$ cat config.mk
export PLATFORM = sky130hd
export DESIGN_NAME = trace_pkt_serializer
export DESIGN_NICKNAME = d
export VERILOG_FILES = /design/src/rtl/trace_pkt_serializer_pkg.sv /design/src/rtl/trace_lane_compact.sv /design/src/rtl/trace_pkt_serializer.sv
export SDC_FILE = /design/constraint.sdc
export NUM_CORES = 2
export LEC_CHECK = 0
export CORE_UTILIZATION = 50
export CTS_BUF_LIST = sky130_fd_sc_hd__clkbuf_8
export DETAILED_ROUTE_END_ITERATION = 10
export PLACE_DENSITY = 0.7
export SLEW_MARGIN = 0
export SYNTH_ARGS = -nofsm -noshare
export SYNTH_HDL_FRONTEND = slang
export SYNTH_SLANG_ARGS = --single-unit
$ cat constraint.sdc
create_clock -name clk -period 16.9 [get_ports clk]
set_input_delay 3.38 -clock clk [delete_from_list [all_inputs] [get_ports clk]]
set_output_delay 3.38 -clock clk [all_outputs]
set_load 0.01 [all_outputs]
$ cat src/rtl/trace_pkt_serializer_pkg.sv
// Shared types for the retire-trace serializer.
//   TRACE_LANES  number of retire lanes in a trace packet
//   trace_pkt_t  retire trace packet as produced by the core (3 lanes)
//   trace_rec_t  one per-instruction record (103 bits)
//   lane_rec()   extracts one lane of a packet as a record
package trace_pkt_serializer_pkg;

  localparam int TRACE_LANES = 3;

  typedef struct packed {
    logic [95:0] trace_rv_i_insn_ip;
    logic [95:0] trace_rv_i_address_ip;
    logic [2:0]  trace_rv_i_valid_ip;
    logic [2:0]  trace_rv_i_exception_ip;
    logic [4:0]  trace_rv_i_ecause_ip;
    logic [2:0]  trace_rv_i_interrupt_ip;
    logic [31:0] trace_rv_i_tval_ip;
  } trace_pkt_t;

  typedef struct packed {
    logic [31:0] insn;
    logic [31:0] addr;
    logic        exc;
    logic        intr;
    logic [4:0]  ecause;
    logic [31:0] tval;
  } trace_rec_t;

  typedef logic [1:0] lane_idx_t;

  // ecause/tval are shared across lanes; only a trapping lane carries them.
  function automatic trace_rec_t lane_rec(input trace_pkt_t pkt, input lane_idx_t lane);
    trace_rec_t r;
    logic       trap;
    r.insn   = pkt.trace_rv_i_insn_ip[32*lane +: 32];
    r.addr   = pkt.trace_rv_i_address_ip[32*lane +: 32];
    r.exc    = pkt.trace_rv_i_exception_ip[lane];
    r.intr   = pkt.trace_rv_i_interrupt_ip[lane];
    trap     = r.exc | r.intr;
    r.ecause = trap ? pkt.trace_rv_i_ecause_ip : 5'd0;
    r.tval   = trap ? pkt.trace_rv_i_tval_ip : 32'd0;
    return r;
  endfunction

endpackage

$ cat src/rtl/trace_lane_compact.sv
// Combinational lane compaction.
//   valid      per-lane valid bits of the incoming packet
//   slot_lane  for each output slot, the lane feeding it (valid lanes packed low, lane0 first)
//   n_push     number of valid lanes (0..3)
// Slots at or above n_push carry don't-care lane selects.
module trace_lane_compact
  import trace_pkt_serializer_pkg::*;
(
  input  logic [TRACE_LANES-1:0] valid,
  output lane_idx_t              slot_lane [TRACE_LANES],
  output logic [1:0]             n_push
);

  logic [1:0] k;

  always_comb begin
    k = 2'd0;
    for (int s = 0; s < TRACE_LANES; s++) slot_lane[s] = 2'd0;
    for (int i = 0; i < TRACE_LANES; i++) begin
      if (valid[i]) begin
        slot_lane[k] = lane_idx_t'(i);
        k            = k + 2'd1;
      end
    end
    n_push = k;
  end

endmodule

$ cat src/rtl/trace_pkt_serializer.sv
// Retire-trace serializer: splits each trace packet into per-instruction
// records, queues them in a FIFO and emits one record per cycle.
//   clk, rst            clock, asynchronous active-high reset
//   trace_in            retire packet, sampled every cycle (no backpressure)
//   rec_valid/ready     output handshake; rec_data is the head record
//   ovf, drop_cnt       sticky overflow flag and saturating dropped-packet count
//   ovf_clr             clears ovf/drop_cnt (a same-cycle drop takes priority)
//   occupancy           current FIFO entry count
module trace_pkt_serializer
  import trace_pkt_serializer_pkg::*;
#(
  parameter int DEPTH = 8,
  parameter int CNT_W = 16
) (
  input  logic                       clk,
  input  logic                       rst,
  input  trace_pkt_t                 trace_in,
  output logic                       rec_valid,
  input  logic                       rec_ready,
  output trace_rec_t                 rec_data,
  output logic                       ovf,
  output logic [CNT_W-1:0]           drop_cnt,
  input  logic                       ovf_clr,
  output logic [$clog2(DEPTH):0]     occupancy
);

  localparam int PTR_W = $clog2(DEPTH);
  localparam int OCC_W = PTR_W + 1;

  trace_rec_t       mem [DEPTH];
  logic [PTR_W-1:0] wr_ptr;
  logic [PTR_W-1:0] rd_ptr;

  lane_idx_t        slot_lane [TRACE_LANES];
  trace_rec_t       slot_rec  [TRACE_LANES];
  logic [1:0]       n_push;
  logic [OCC_W-1:0] free_slots;
  logic             accept;
  logic             drop;
  logic             pop;

  trace_lane_compact u_compact (
    .valid     (trace_in.trace_rv_i_valid_ip),
    .slot_lane (slot_lane),
    .n_push    (n_push)
  );

  // Space is judged on start-of-cycle occupancy; a same-cycle pop does not help.
  always_comb begin
    for (int s = 0; s < TRACE_LANES; s++) slot_rec[s] = lane_rec(trace_in, slot_lane[s]);
    free_slots = OCC_W'(DEPTH) - occupancy;
    accept     = (OCC_W'(n_push) <= free_slots);
    drop       = (n_push != 2'd0) && !accept;
    rec_valid  = (occupancy != '0);
    pop        = rec_valid && rec_ready;
    rec_data   = rec_valid ? mem[rd_ptr] : '0;
  end

  always_ff @(posedge clk) begin
    if (accept) begin
      for (int s = 0; s < TRACE_LANES; s++) begin
        if (s < int'(n_push)) mem[wr_ptr + PTR_W'(s)] <= slot_rec[s];
      end
    end
  end

  always_ff @(posedge clk or posedge rst) begin
    if (rst) begin
      wr_ptr    <= '0;
      rd_ptr    <= '0;
      occupancy <= '0;
    end else begin
      if (accept) wr_ptr <= wr_ptr + PTR_W'(n_push);
      if (pop)    rd_ptr <= rd_ptr + PTR_W'(1);
      occupancy <= occupancy + (accept ? OCC_W'(n_push) : OCC_W'(0)) - OCC_W'(pop);
    end
  end

  always_ff @(posedge clk or posedge rst) begin
    if (rst) begin
      ovf      <= 1'b0;
      drop_cnt <= '0;
    end else if (drop) begin
      ovf <= 1'b1;
      if (ovf_clr)        drop_cnt <= CNT_W'(1);
      else if (!(&drop_cnt)) drop_cnt <= drop_cnt + CNT_W'(1);
    end else if (ovf_clr) begin
      ovf      <= 1'b0;
      drop_cnt <= '0;
    end
  end

endmodule

==> flow_metrics.env <==
export IMPL_clock_latency_ns=0.83
export IMPL_timing_critical_path_required_ns=17.53
export IMPL_synthFlopType="edfxtp_1"
export IMPL_synth_warnings=0
export IMPL_dieHeight_um=318
export IMPL_core_rowCount=115
export IMPL_cts_clk_slew_worst_paths_ns=0.06
export IMPL_total_power_uw=11300
export IMPL_hold_viol_final=0
export IMPL_vdd_drop_max_mv=0.172
export IMPL_syn_area_um2=49900
export IMPL_grtUsageTotal_pct=32.1
export IMPL_numCtsBuffers=146
export IMPL_hold_path_class="flip-flop to flip-flop"
export IMPL_grt_first_pass_wirelength_um=248000
export IMPL_area_delta_synth_final_pct=13.4
export IMPL_max_freq_mhz=116
export IMPL_antenna_found_initial=7
export IMPL_yosysTopAreaCell="edfxtp_1"
export IMPL_io_buffers=366
export IMPL_die_area_um2=101000
export IMPL_cp_end_kind="flip-flop"
export IMPL_synth_area_top_cells="edfxtp_1, mux4_2, o22ai_1"
export IMPL_netlist_instances=4608
export IMPL_hpwl_um=89700
export IMPL_synth_top_cell_area_share_pct=49.6
export IMPL_avgSynthCellArea_um2=10.8
export IMPL_clock_sinks=851
export IMPL_tightest_slew_ns=1.25
export IMPL_vias_per_cell=6.84
export IMPL_syn_nets=4869
export IMPL_fillers=8193
export IMPL_worst_setup_path_start_kind="input port"
export IMPL_postCtsSetupBuffers=0
export IMPL_tns_ns=0
export IMPL_rsz0062_at_grt="no"
export IMPL_stdcell_area_um2=56600
export IMPL_period_share_pct=51.0
export IMPL_finalClockSkew_ns=0.0365
export IMPL_io_pins=367
export IMPL_grt_pass1_vias=40700
export IMPL_post_drt_wl_per_cell_um=27.3
export IMPL_core_um2=98700
export IMPL_cts_max_path_buffers=3
export IMPL_nNetsFinal=4959
export IMPL_routabilityCongestion=0.857
export IMPL_cts_hold_buf=0
export IMPL_grt_max_degree=207
export IMPL_p_leak_uw=0.0205
export IMPL_drv_slew=0
export IMPL_seq_area_um2=25400
export IMPL_setup_viol=0
export IMPL_drc=0
export IMPL_arrival_ns=9.26
export IMPL_mostFrequentLayoutCells="edfxtp_1, o22ai_1, nor2_1"
export IMPL_whs_ns=0.562
export IMPL_drive_gt1_share_pct=10.5
export IMPL_wl_um=166000
export IMPL_synth_edf_count=824
export IMPL_postSynth_asyncResetShare_pct=3.17
export IMPL_worstPathMaxFanout=99
export IMPL_drt_initial_drc_count=5940
export IMPL_antenna_left=0
export IMPL_cts_root_buf="clkbuf_8"
export IMPL_final_common_cell="edfxtp_1"
export IMPL_cts_tree="built"
export IMPL_crit_type="input port to flip-flop"
export IMPL_yosysSeqAreaShare_pct=50.9
export IMPL_dr_pass1_iters=6
export IMPL_h_tree_depth=4
export IMPL_ys_seq_elements=851
export IMPL_overflow=0
export IMPL_start_util_pct=50.6
export IMPL_die_x_um=318
export IMPL_slew_headroom_pct=16.6
export IMPL_cap_viol_max_count=0
export IMPL_powerDensity_nw_per_um2=199
export IMPL_num_vias=41600
export IMPL_place_area_um2=54100
export IMPL_pre_cts_ws_ns=7.73
export IMPL_layout_min_cycle_time_ns=8.62
export IMPL_synth_cell_type_count=53
export IMPL_status="finished, final reports clean"
export IMPL_setup_slack_ns=8.28
export IMPL_post_cts_resize_count=0
export IMPL_multi_input_area_um2=22700
## per-stage QoR
step                      util, %  cells
after floorplan                 -   4608
after global placement       54.8   5837
after global routing         57.3   6081
final                        57.3   6084
after CTS                    57.3   6079
after detailed placement     54.8   5837
## worst max-delay path: stages
cell and delay [ns]:
clkdlybuf4s50_1 0.69, inv_1 0.15, ha_1 0.52, xor2_1 0.29
inv_1 0.08, ha_1 0.21, nor4b_2 0.42, o31ai_4 0.10
buf_4 0.26, o21ai_4 0.71, buf_4 0.79, buf_4 0.98
o21ai_0 0.28, o22ai_1 0.20
## power breakdown
part / internal [µW] / switching (µW)
sequential: 3770 / 293
combinational: 2140 / 3370
clock: 828 / 865
total: 6740 / 4520
## cells in the mapped netlist (27+ instances only)
master / n
nand2_1: 319
mux4_2: 206
o22ai_1: 722
nor2_1: 579
mux2i_1: 434
o21ai_0: 472
buf_1: 52
clkbuf_1: 273
buf_2: 155
o21ai_1: 112
a21oi_1: 179
nand3_1: 76
dfrtp_1: 27
edfxtp_1: 824
## cells by family (layout without fill, tap and decap cells)
family                     after synthesis  after routing  synth area share, %
DFF                                    851            851                 50.9
AOI/OAI and AO/OA                     1521           1521                 17.3
adders and majority gates               19             19                0.506
and+or+nand+nor                       1039           1039                 8.37
buffers and inverters                  516            700                 4.38
xor gates and xnor gates                 9              9                0.158
other                                    0              5                    0
muxes                                  653            653                 18.4
## final timing paths
path	from	to	slack, ns	cells after the start
min in group asynchronous	rst	drop_cnt[15]$_DFFE_PP0P_	2.93	3
max in group asynchronous	rst	rd_ptr[2]$_DFFE_PP0P_	13.64	3
max reg2reg	occupancy[0]$_DFF_PP0_	mem[3][82]$_DFFE_PP_	11.77	10
max	trace_in[43]	mem[3][82]$_DFFE_PP_	8.28	14
min	ovf$_DFFE_PP0P_	ovf$_DFFE_PP0P_	0.56	2
min reg2reg	ovf$_DFFE_PP0P_	ovf$_DFFE_PP0P_	0.56	2
## state kept, by name, indices dropped and copies added, names as in the netlist
name and flops:
mem 824, drop_cnt 16, occupancy 4, rd_ptr 3
wr_ptr 3, ovf 1
## per-layer routing
metal | share of wire, % | up-vias | global-route usage [%]
li1 | - | 18100 | -
met1 | 36 | 20100 | 40.0
met2 | 48 | 2966 | 53.0
met3 | 11 | 495 | 6.58
met4 | 4.6 | 10 | 16.1
met5 | 0.034 | - | 0
## final cells by class
type                       count  share of cell area [%]
sequential                   851                    44.9
multi-input combinational   3241                    40.1
timing repair buffer         436                    7.56
clock buffer                 149                    3.62
tap                         1287                    2.85
clock inverter                93                   0.776
inverter                      22                   0.150
antenna                        5                  0.0221
Note: power is estimated with default switching activity, not from simulation.
